==> src/rtl/spi_xfer_sequencer_pkg.sv <==
`default_nettype none
// ============================================================================
// Module   : spi_xfer_sequencer_pkg
// Purpose  : Shared types and constants for the SPI transfer sequencer:
//            the sequencer state encoding and the byte-count decode where a
//            length of 0 stands for a full 256-byte transfer.
// Ports    : none (package)
// Revision : 1.0 - initial release
// ============================================================================
package spi_xfer_sequencer_pkg;

  typedef enum logic [2:0] {
    ST_IDLE  = 3'd0,
    ST_SETUP = 3'd1,
    ST_FETCH = 3'd2,
    ST_START = 3'd3,
    ST_WAIT  = 3'd4,
    ST_STORE = 3'd5,
    ST_HOLD  = 3'd6
  } state_e;

  localparam int         C_CNT_W        = 9;
  localparam logic [8:0] C_LEN_ZERO_CNT = 9'd256;

  // An 8-bit length field cannot express 256, so zero is reused for it.
  function automatic logic [C_CNT_W-1:0] decode_len(input logic [7:0] len);
    return (len == 8'd0) ? C_LEN_ZERO_CNT : {1'b0, len};
  endfunction

endpackage
`default_nettype wire

==> src/rtl/spi_xfer_sequencer.sv <==
`default_nettype none
// ============================================================================
// Module   : spi_xfer_sequencer
// Purpose  : Sequences multi-byte SPI transactions on top of an existing SPI
//            byte engine: drives slave selects with setup/hold spacing,
//            streams tx bytes into the engine and rx bytes out to the user.
// Ports    : clk, resetn        - clock, async active-low reset
//            cmd_*              - transaction request (slave, length, keep)
//            tx_*               - outgoing byte stream (valid/ready)
//            rx_*               - incoming byte stream (valid/ready)
//            done, busy         - transaction status
//            eng_*              - byte engine start/data/ready/done-tick
//            spi_ss_n           - active-low slave selects
// Revision : 1.0 - initial release
// ============================================================================
module spi_xfer_sequencer
  import spi_xfer_sequencer_pkg::*;
#(
  parameter int  NSLAVE    = 2,
  parameter int  SETUP_CYC = 4,
  parameter int  HOLD_CYC  = 4,
  localparam int SS_W      = (NSLAVE > 1) ? $clog2(NSLAVE) : 1
) (
  input  logic              clk,
  input  logic              resetn,
  input  logic              cmd_valid,
  output logic              cmd_ready,
  input  logic [SS_W-1:0]   cmd_ss,
  input  logic [7:0]        cmd_len,
  input  logic              cmd_keep,
  input  logic [7:0]        tx_data,
  input  logic              tx_valid,
  output logic              tx_ready,
  output logic [7:0]        rx_data,
  output logic              rx_valid,
  input  logic              rx_ready,
  output logic              done,
  output logic              busy,
  output logic              eng_start,
  output logic [7:0]        eng_din,
  input  logic [7:0]        eng_dout,
  input  logic              eng_ready,
  input  logic              eng_done_tick,
  output logic [NSLAVE-1:0] spi_ss_n
);

  // Timers count down to zero, so they are loaded with (cycles - 1).
  localparam logic [7:0] C_SETUP_LOAD = 8'(SETUP_CYC - 1);
  localparam logic [7:0] C_HOLD_LOAD  = 8'(HOLD_CYC - 1);

  state_e              state_q, state_d;
  logic [SS_W-1:0]     ss_q, ss_d;
  logic                keep_q, keep_d;
  logic                held_q, held_d;
  logic [C_CNT_W-1:0]  cnt_q, cnt_d;
  logic [7:0]          tmr_q, tmr_d;
  logic [7:0]          eng_din_q, eng_din_d;
  logic [7:0]          rx_data_q, rx_data_d;
  logic                rx_valid_q, rx_valid_d;
  logic [NSLAVE-1:0]   ss_n_q, ss_n_d;
  logic                done_q, done_d;

  logic [NSLAVE-1:0]   sel_n;
  logic                held_match;
  logic                rx_free;

  // One-cold select for the requested slave; out-of-range indices select none.
  always_comb begin
    sel_n = '1;
    for (int i = 0; i < NSLAVE; i++) begin
      if (cmd_ss == SS_W'(i)) sel_n[i] = 1'b0;
    end
  end

  // A slave still selected from a kept transaction needs no new setup time.
  assign held_match = held_q && (cmd_ss == ss_q);
  // The rx slot is free now, or is being drained this very cycle.
  assign rx_free    = !rx_valid_q || rx_ready;

  // --------------------------------------------------------------------------
  // FSM: state register
  // --------------------------------------------------------------------------
  always_ff @(posedge clk or negedge resetn) begin
    if (!resetn) state_q <= ST_IDLE;
    else         state_q <= state_d;
  end

  // --------------------------------------------------------------------------
  // FSM: next-state logic
  // --------------------------------------------------------------------------
  always_comb begin
    state_d = state_q;
    case (state_q)
      ST_IDLE:  if (cmd_valid) state_d = held_match ? ST_FETCH : ST_SETUP;
      ST_SETUP: if (tmr_q == 8'd0) state_d = ST_FETCH;
      ST_FETCH: if (tx_valid && eng_ready) state_d = ST_START;
      ST_START: state_d = ST_WAIT;
      ST_WAIT:  if (eng_done_tick) state_d = ST_STORE;
      ST_STORE: begin
        if (rx_free) begin
          if (cnt_q != '0)  state_d = ST_FETCH;
          else if (keep_q)  state_d = ST_IDLE;
          else              state_d = ST_HOLD;
        end
      end
      ST_HOLD:  if (tmr_q == 8'd0) state_d = ST_IDLE;
      default:  state_d = ST_IDLE;
    endcase
  end

  // --------------------------------------------------------------------------
  // FSM: state-decoded outputs
  // --------------------------------------------------------------------------
  always_comb begin
    cmd_ready = (state_q == ST_IDLE);
    busy      = (state_q != ST_IDLE);
    tx_ready  = (state_q == ST_FETCH) && eng_ready;
    eng_start = (state_q == ST_START);
  end

  // --------------------------------------------------------------------------
  // Datapath next-state
  // --------------------------------------------------------------------------
  always_comb begin
    ss_d       = ss_q;
    keep_d     = keep_q;
    held_d     = held_q;
    cnt_d      = cnt_q;
    tmr_d      = tmr_q;
    eng_din_d  = eng_din_q;
    rx_data_d  = rx_data_q;
    rx_valid_d = rx_valid_q;
    ss_n_d     = ss_n_q;
    done_d     = 1'b0;

    if (rx_valid_q && rx_ready) rx_valid_d = 1'b0;

    case (state_q)
      ST_IDLE: begin
        if (cmd_valid) begin
          ss_d   = cmd_ss;
          keep_d = cmd_keep;
          held_d = 1'b0;
          cnt_d  = decode_len(cmd_len);
          // Switching slaves swaps selects in one edge and pays full setup.
          if (!held_match) begin
            ss_n_d = sel_n;
            tmr_d  = C_SETUP_LOAD;
          end
        end
      end
      ST_SETUP: begin
        if (tmr_q != 8'd0) tmr_d = tmr_q - 8'd1;
      end
      ST_FETCH: begin
        if (tx_valid && eng_ready) eng_din_d = tx_data;
      end
      ST_WAIT: begin
        // Only reachable with the rx slot empty, so capture never collides
        // with a drain handshake.
        if (eng_done_tick) begin
          rx_data_d  = eng_dout;
          rx_valid_d = 1'b1;
          cnt_d      = cnt_q - 9'd1;
        end
      end
      ST_STORE: begin
        if (rx_free && (cnt_q == '0)) begin
          if (keep_q) begin
            held_d = 1'b1;
            done_d = 1'b1;
          end else begin
            tmr_d  = C_HOLD_LOAD;
          end
        end
      end
      ST_HOLD: begin
        if (tmr_q == 8'd0) begin
          ss_n_d = '1;
          done_d = 1'b1;
        end else begin
          tmr_d  = tmr_q - 8'd1;
        end
      end
      default: ;
    endcase
  end

  // --------------------------------------------------------------------------
  // Datapath registers
  // --------------------------------------------------------------------------
  always_ff @(posedge clk or negedge resetn) begin
    if (!resetn) begin
      ss_q       <= '0;
      keep_q     <= 1'b0;
      held_q     <= 1'b0;
      cnt_q      <= '0;
      tmr_q      <= 8'd0;
      eng_din_q  <= 8'd0;
      rx_data_q  <= 8'd0;
      rx_valid_q <= 1'b0;
      ss_n_q     <= '1;
      done_q     <= 1'b0;
    end else begin
      ss_q       <= ss_d;
      keep_q     <= keep_d;
      held_q     <= held_d;
      cnt_q      <= cnt_d;
      tmr_q      <= tmr_d;
      eng_din_q  <= eng_din_d;
      rx_data_q  <= rx_data_d;
      rx_valid_q <= rx_valid_d;
      ss_n_q     <= ss_n_d;
      done_q     <= done_d;
    end
  end

  assign eng_din  = eng_din_q;
  assign rx_data  = rx_data_q;
  assign rx_valid = rx_valid_q;
  assign done     = done_q;
  assign spi_ss_n = ss_n_q;

endmodule
`default_nettype wire

==> config.mk <==
export PLATFORM = sky130hd
export DESIGN_NAME = spi_xfer_sequencer
export DESIGN_NICKNAME = d
export VERILOG_FILES = /design/src/rtl/spi_xfer_sequencer_pkg.sv /design/src/rtl/spi_xfer_sequencer.sv
export SDC_FILE = /design/constraint.sdc
export NUM_CORES = 1
export LEC_CHECK = 0
export ABC_AREA = 1
export BUFFER_PORTS_ARGS = -buffer_cell sky130_fd_sc_hd__buf_4
export CAP_MARGIN = 10
export CORE_MARGIN = 1
export CORE_UTILIZATION = 52
export DETAILED_ROUTE_END_ITERATION = 8
export GPL_ROUTABILITY_DRIVEN = 0
export GPL_TIMING_DRIVEN = 0
export MAX_ROUTING_LAYER = met4
export PLACE_DENSITY_LB_ADDON = 0.12
export SLEW_MARGIN = 20
export SYNTH_ARGS = -nofsm -noshare
export SYNTH_HDL_FRONTEND = slang
export SYNTH_SLANG_ARGS = --single-unit
==> constraint.sdc <==
create_clock -name clk -period 3.2 [get_ports clk]
set_input_delay 0.64 -clock clk [delete_from_list [all_inputs] [get_ports clk]]
set_output_delay 0.64 -clock clk [all_outputs]
set_load 0.02 [all_outputs]
### Word-level counts from Yosys, hierarchy flattened

Index checks and enable logic that the tools add are counted.

* $add $sub $neg: 2
* multiplexer cells: 38
* reduce and logical (&&, ||, !) cells: 26
* eq/ne operators: 19

Operator list (number)
* $mux W8: 6
* $pmux W8 S4: 1
* $mux W9: 3
* $mux W3: 8
* $ne A2 B2 Y1 const B: 12
* $pmux W3 S7: 1
* $pmux W9 S2: 1
* $logic_not A8 Y1: 2
* $mux W1: 11
* $eq A3 B3 Y1 const B: 3
* $logic_not A9 Y1: 1
* $reduce_bool A9 Y1: 1
* $sub A9 B1 Y9 const B: 1
* $mux W2: 4
* $reduce_and A4 Y1: 2
* $reduce_bool A8 Y1: 1
* $sub A8 B1 Y8 const B: 1
* $reduce_and A7 Y1: 1
* $eq A3 B2 Y1 const B: 2
* $reduce_and A2 Y1: 3
* $reduce_and A6 Y1: 1
* $reduce_bool A2 Y1: 3
* $logic_and A1 B1 Y1: 5
* $pmux W1 S2: 2
* 9 further kinds: 9

* logic and storage cells: 96
* bits of input ports: 33
* register bits: 43
* output and inout port bits: 24

### Logic depth before layout (Yosys ltp)

* word-level depth: 5
* gate-level depth with buffers: 10
* depth with buffers taken out: 10

### Least setup slack after synthesis

No wires, ideal clock.

* kind: register to output
* start: reg state_q[1]
* end: out busy
* data required time: 2.560 ns
* buffers on the path: 0
* arrival time: 0.995 ns
* setup slack: 1.565 ns
* cell stages (with the launch flop): 5
* cell sequence: dfrtp_1 -> inv_1 -> nand2_2 -> nor2_4 -> inv_1

* longest elaborated chain between the ends: 1

RTL lines
* start: declaration: RTL line spi_xfer_sequencer.sv:51 `state_e state_q, state_d;`
* start signal: assignment: RTL line spi_xfer_sequencer.sv:85 `else state_q <= state_d;`
* $reduce_bool A3 Y1: RTL line spi_xfer_sequencer.sv:116 `busy = (state_q != ST_IDLE);`
* end: declaration: RTL line spi_xfer_sequencer.sv:38 `output logic busy,`

Every way passes these cells.

### Worst setup path in the final report

* start: reg state_q[0]
* end: out tx_ready

* longest elaborated chain between the ends: 2

RTL lines
* $eq A3 B2 Y1: RTL line spi_xfer_sequencer.sv:117 `tx_ready = (state_q == ST_FETCH) && eng_ready;`
* $logic_and A1 B1 Y1: RTL line spi_xfer_sequencer.sv:117
* end: declaration: RTL line spi_xfer_sequencer.sv:33 `output logic tx_ready,`

Every way passes these cells.

==> flow_metrics.env <==
export IMPL_fin_crit_sh=0.675
export IMPL_dieWidth_um=69.9
export IMPL_numPortBuffers=55
export IMPL_grt_setup_unrepaired="no"
export IMPL_crit_path_end_kind="output pin"
export IMPL_layout_common_cells="106 x nand2_1, 56 x buf_4, 41 x dfrtp_1"
export IMPL_setup_violations=0
export IMPL_ys_seq_area_frac=0.450
export IMPL_max_slew_worst_pin_slew_ns=0.533
export IMPL_drv_cap=0
export IMPL_ys_seq_elements=43
export IMPL_yosysUniqueCellTypes=28
export IMPL_drcViolationCount=0
export IMPL_drtAntennaViolNets=0
export IMPL_cts_hold_buf=0
export IMPL_relSlewSlack=0.645
export IMPL_final_max_slew_viol_count=0
export IMPL_grt_usage=0.224
export IMPL_syn_inst=314
export IMPL_period_minus_slack_ns=2.16
export IMPL_finalClockSkew_ns=0.00963
export IMPL_netlist_area_sq_mm=0.00240
export IMPL_vias=2131
export IMPL_drive_gt1_frac=0.231
export IMPL_dp_hpwl_um=3590
export IMPL_clock_latency_ns=0.30
export IMPL_cp_start_kind="register"
export IMPL_status="complete, no violations"
export IMPL_drtIter0Drc=147
export IMPL_hp_class="in -> async"
export IMPL_start_util=0.547
export IMPL_ios=57
export IMPL_yosysWarnings=0
export IMPL_cp_data_required_time_ns=2.56
export IMPL_critPathKind="reg -> out"
export IMPL_postCtsSetupBuffers=0
export IMPL_cts_tree="yes"
export IMPL_drt_pass1_iter_count=4
export IMPL_vias_per_cell=4.97
export IMPL_leakage_nw=1.65
export IMPL_cp_arrival_ns=1.52
export IMPL_fp_row_count=24
export IMPL_grt_max_degree=44
export IMPL_power_density_mw_per_mm2=941
export IMPL_finalWirelength_um=4860
export IMPL_syn_nets=350
export IMPL_rrSetupSlack_ns=1.58
export IMPL_wl_per_cell_um=11.3
export IMPL_avgSynthCellArea_sq_um=7.63
export IMPL_globalRoute_totalOverflow=0
export IMPL_cts_clk_slew_worst_paths_ns=0.08
export IMPL_peakVddDrop_uv=462
export IMPL_cts_root_buffer_cell="clkbuf_8"
export IMPL_max_clock_freq_ghz=0.463
export IMPL_numCtsBuffers=5
export IMPL_final_nets=412
export IMPL_grt_pass1_vias=1954
export IMPL_cts_sinks=43
export IMPL_area_growth_synth_to_final_pct=23.7
export IMPL_antennaDiodeCount=0
export IMPL_fin_util=0.677
export IMPL_cts_max_path_buffers=2
export IMPL_core_region_area_sq_mm=0.00438
export IMPL_cp_max_fo=10
export IMPL_fp_dieH_um=69.9
export IMPL_setup_tns_ns=0
export IMPL_finalPower_w=0.00279
export IMPL_hold_violations=0
export IMPL_cts_resized=0
export IMPL_grt_pass1_wl_um=8510
export IMPL_final_common_cell="nand2_1"
export IMPL_h_tree_depth=2
export IMPL_grt_antenna_before_repair=0
export IMPL_dieArea_sq_mm=0.00489
## worst paths after layout
check	depth (start not counted)	endpoint	startpoint
worst min register to register	2	eng_din[5]	eng_din[5]
max in group asynchronous	1	eng_din[3]	resetn
worst max-delay path	6	tx_ready	state_q[0]
min in group clk	2	eng_din[5]	eng_din[5]
worst max register to register	9	tmr_q[7]	cnt_q[0]
worst min-delay path	1	tmr_q[3]	resetn
## registers in the layout, summed over array words and instances (netlist names)
signal,cells
cnt_q,9
eng_din,8
rx_data,8
tmr_q,8
state_q,3
spi_ss_n,2
done,1
held_q,1
keep_q,1
rx_valid,1
ss_q,1
## power by group
group / total, W / internal, W / switching (W) / leakage [nW]
registers: 0.000978 / 0.000798 / 0.000180 / 0.536
clock network: 0.000358 / 0.000174 / 0.000184 / 0.0482
logic: 0.00145 / 0.000594 / 0.000860 / 1.07
total: 0.00279 / 0.00157 / 0.00122 / 1.65
## critical path: stages, from the launching register on
cell and delay (ns):
dfrtp_1 0.46, inv_2 0.10, nand2_1 0.05, nor2_1 0.12, inv_1 0.10, nor2_4 0.20, buf_4 0.19
## synth_stat cells (all sizes together)
cell type	instances	area [sq um]
nand2	111	434
dfrtp	41	1030
inv	39	146
nor2	36	158
nand3	31	160
o21ai	19	95.1
mux2	8	120
xor2	6	52.6
buf	4	28.8
a21oi	3	15.0
ha	3	37.5
nand4	3	18.8
dfstp	2	52.6
o21bai	2	15.0
a31oi	1	6.26
and3	1	6.26
clkbuf	1	3.75
o211ai	1	7.51
o22ai	1	6.26
o31ai	1	7.51
## per-layer routing
layer | part of all wire | global-route usage | vias to the layer above | routed length (um)
met4 | 0.014 | 0.0756 | 0 | 70
li1 | - | - | 1115 | -
met3 | 0.039 | 0.0447 | 6 | 190
met2 | 0.46 | 0.339 | 43 | 2260
met5 | 0 | - | - | 0
met1 | 0.48 | 0.303 | 967 | 2340
## through the flow
step                      instance area (sq um)  setup WS, ns  std cells  hold WS [ns]
final                                      2970          1.04        429         0.310
after CTS                                  2970          1.03        429         0.341
after detailed placement                   2880          1.37        421         0.464
after global placement                     2880          1.37        421         0.456
after global routing                       2970         0.909        429         0.355
after floorplan                            2400          1.57        314         0.344
## cell type report
class                      instances  area, sq um
tap                               52         65.1
sequential                        43         1080
multi-input combinational        227         1140
buffer                             5         32.5
timing repair buffer              55          413
clock buffer                       7         86.3
fill                             373         1420
clock inverter                     1         5.00
inverter                          39          146
## cells by family after synthesis
logic type                 after synthesis  synth area share
xor gates and xnor gates                 6            0.0219
adders and majority gates                3            0.0157
AOI/OAI and AO/OA                       28            0.0637
buffers and inverters                   44            0.0746
and+or+nand+nor                        182             0.324
muxes                                    8            0.0501
DFF                                     43             0.450
No activity file was read; power rests on OpenSTA's default activity.
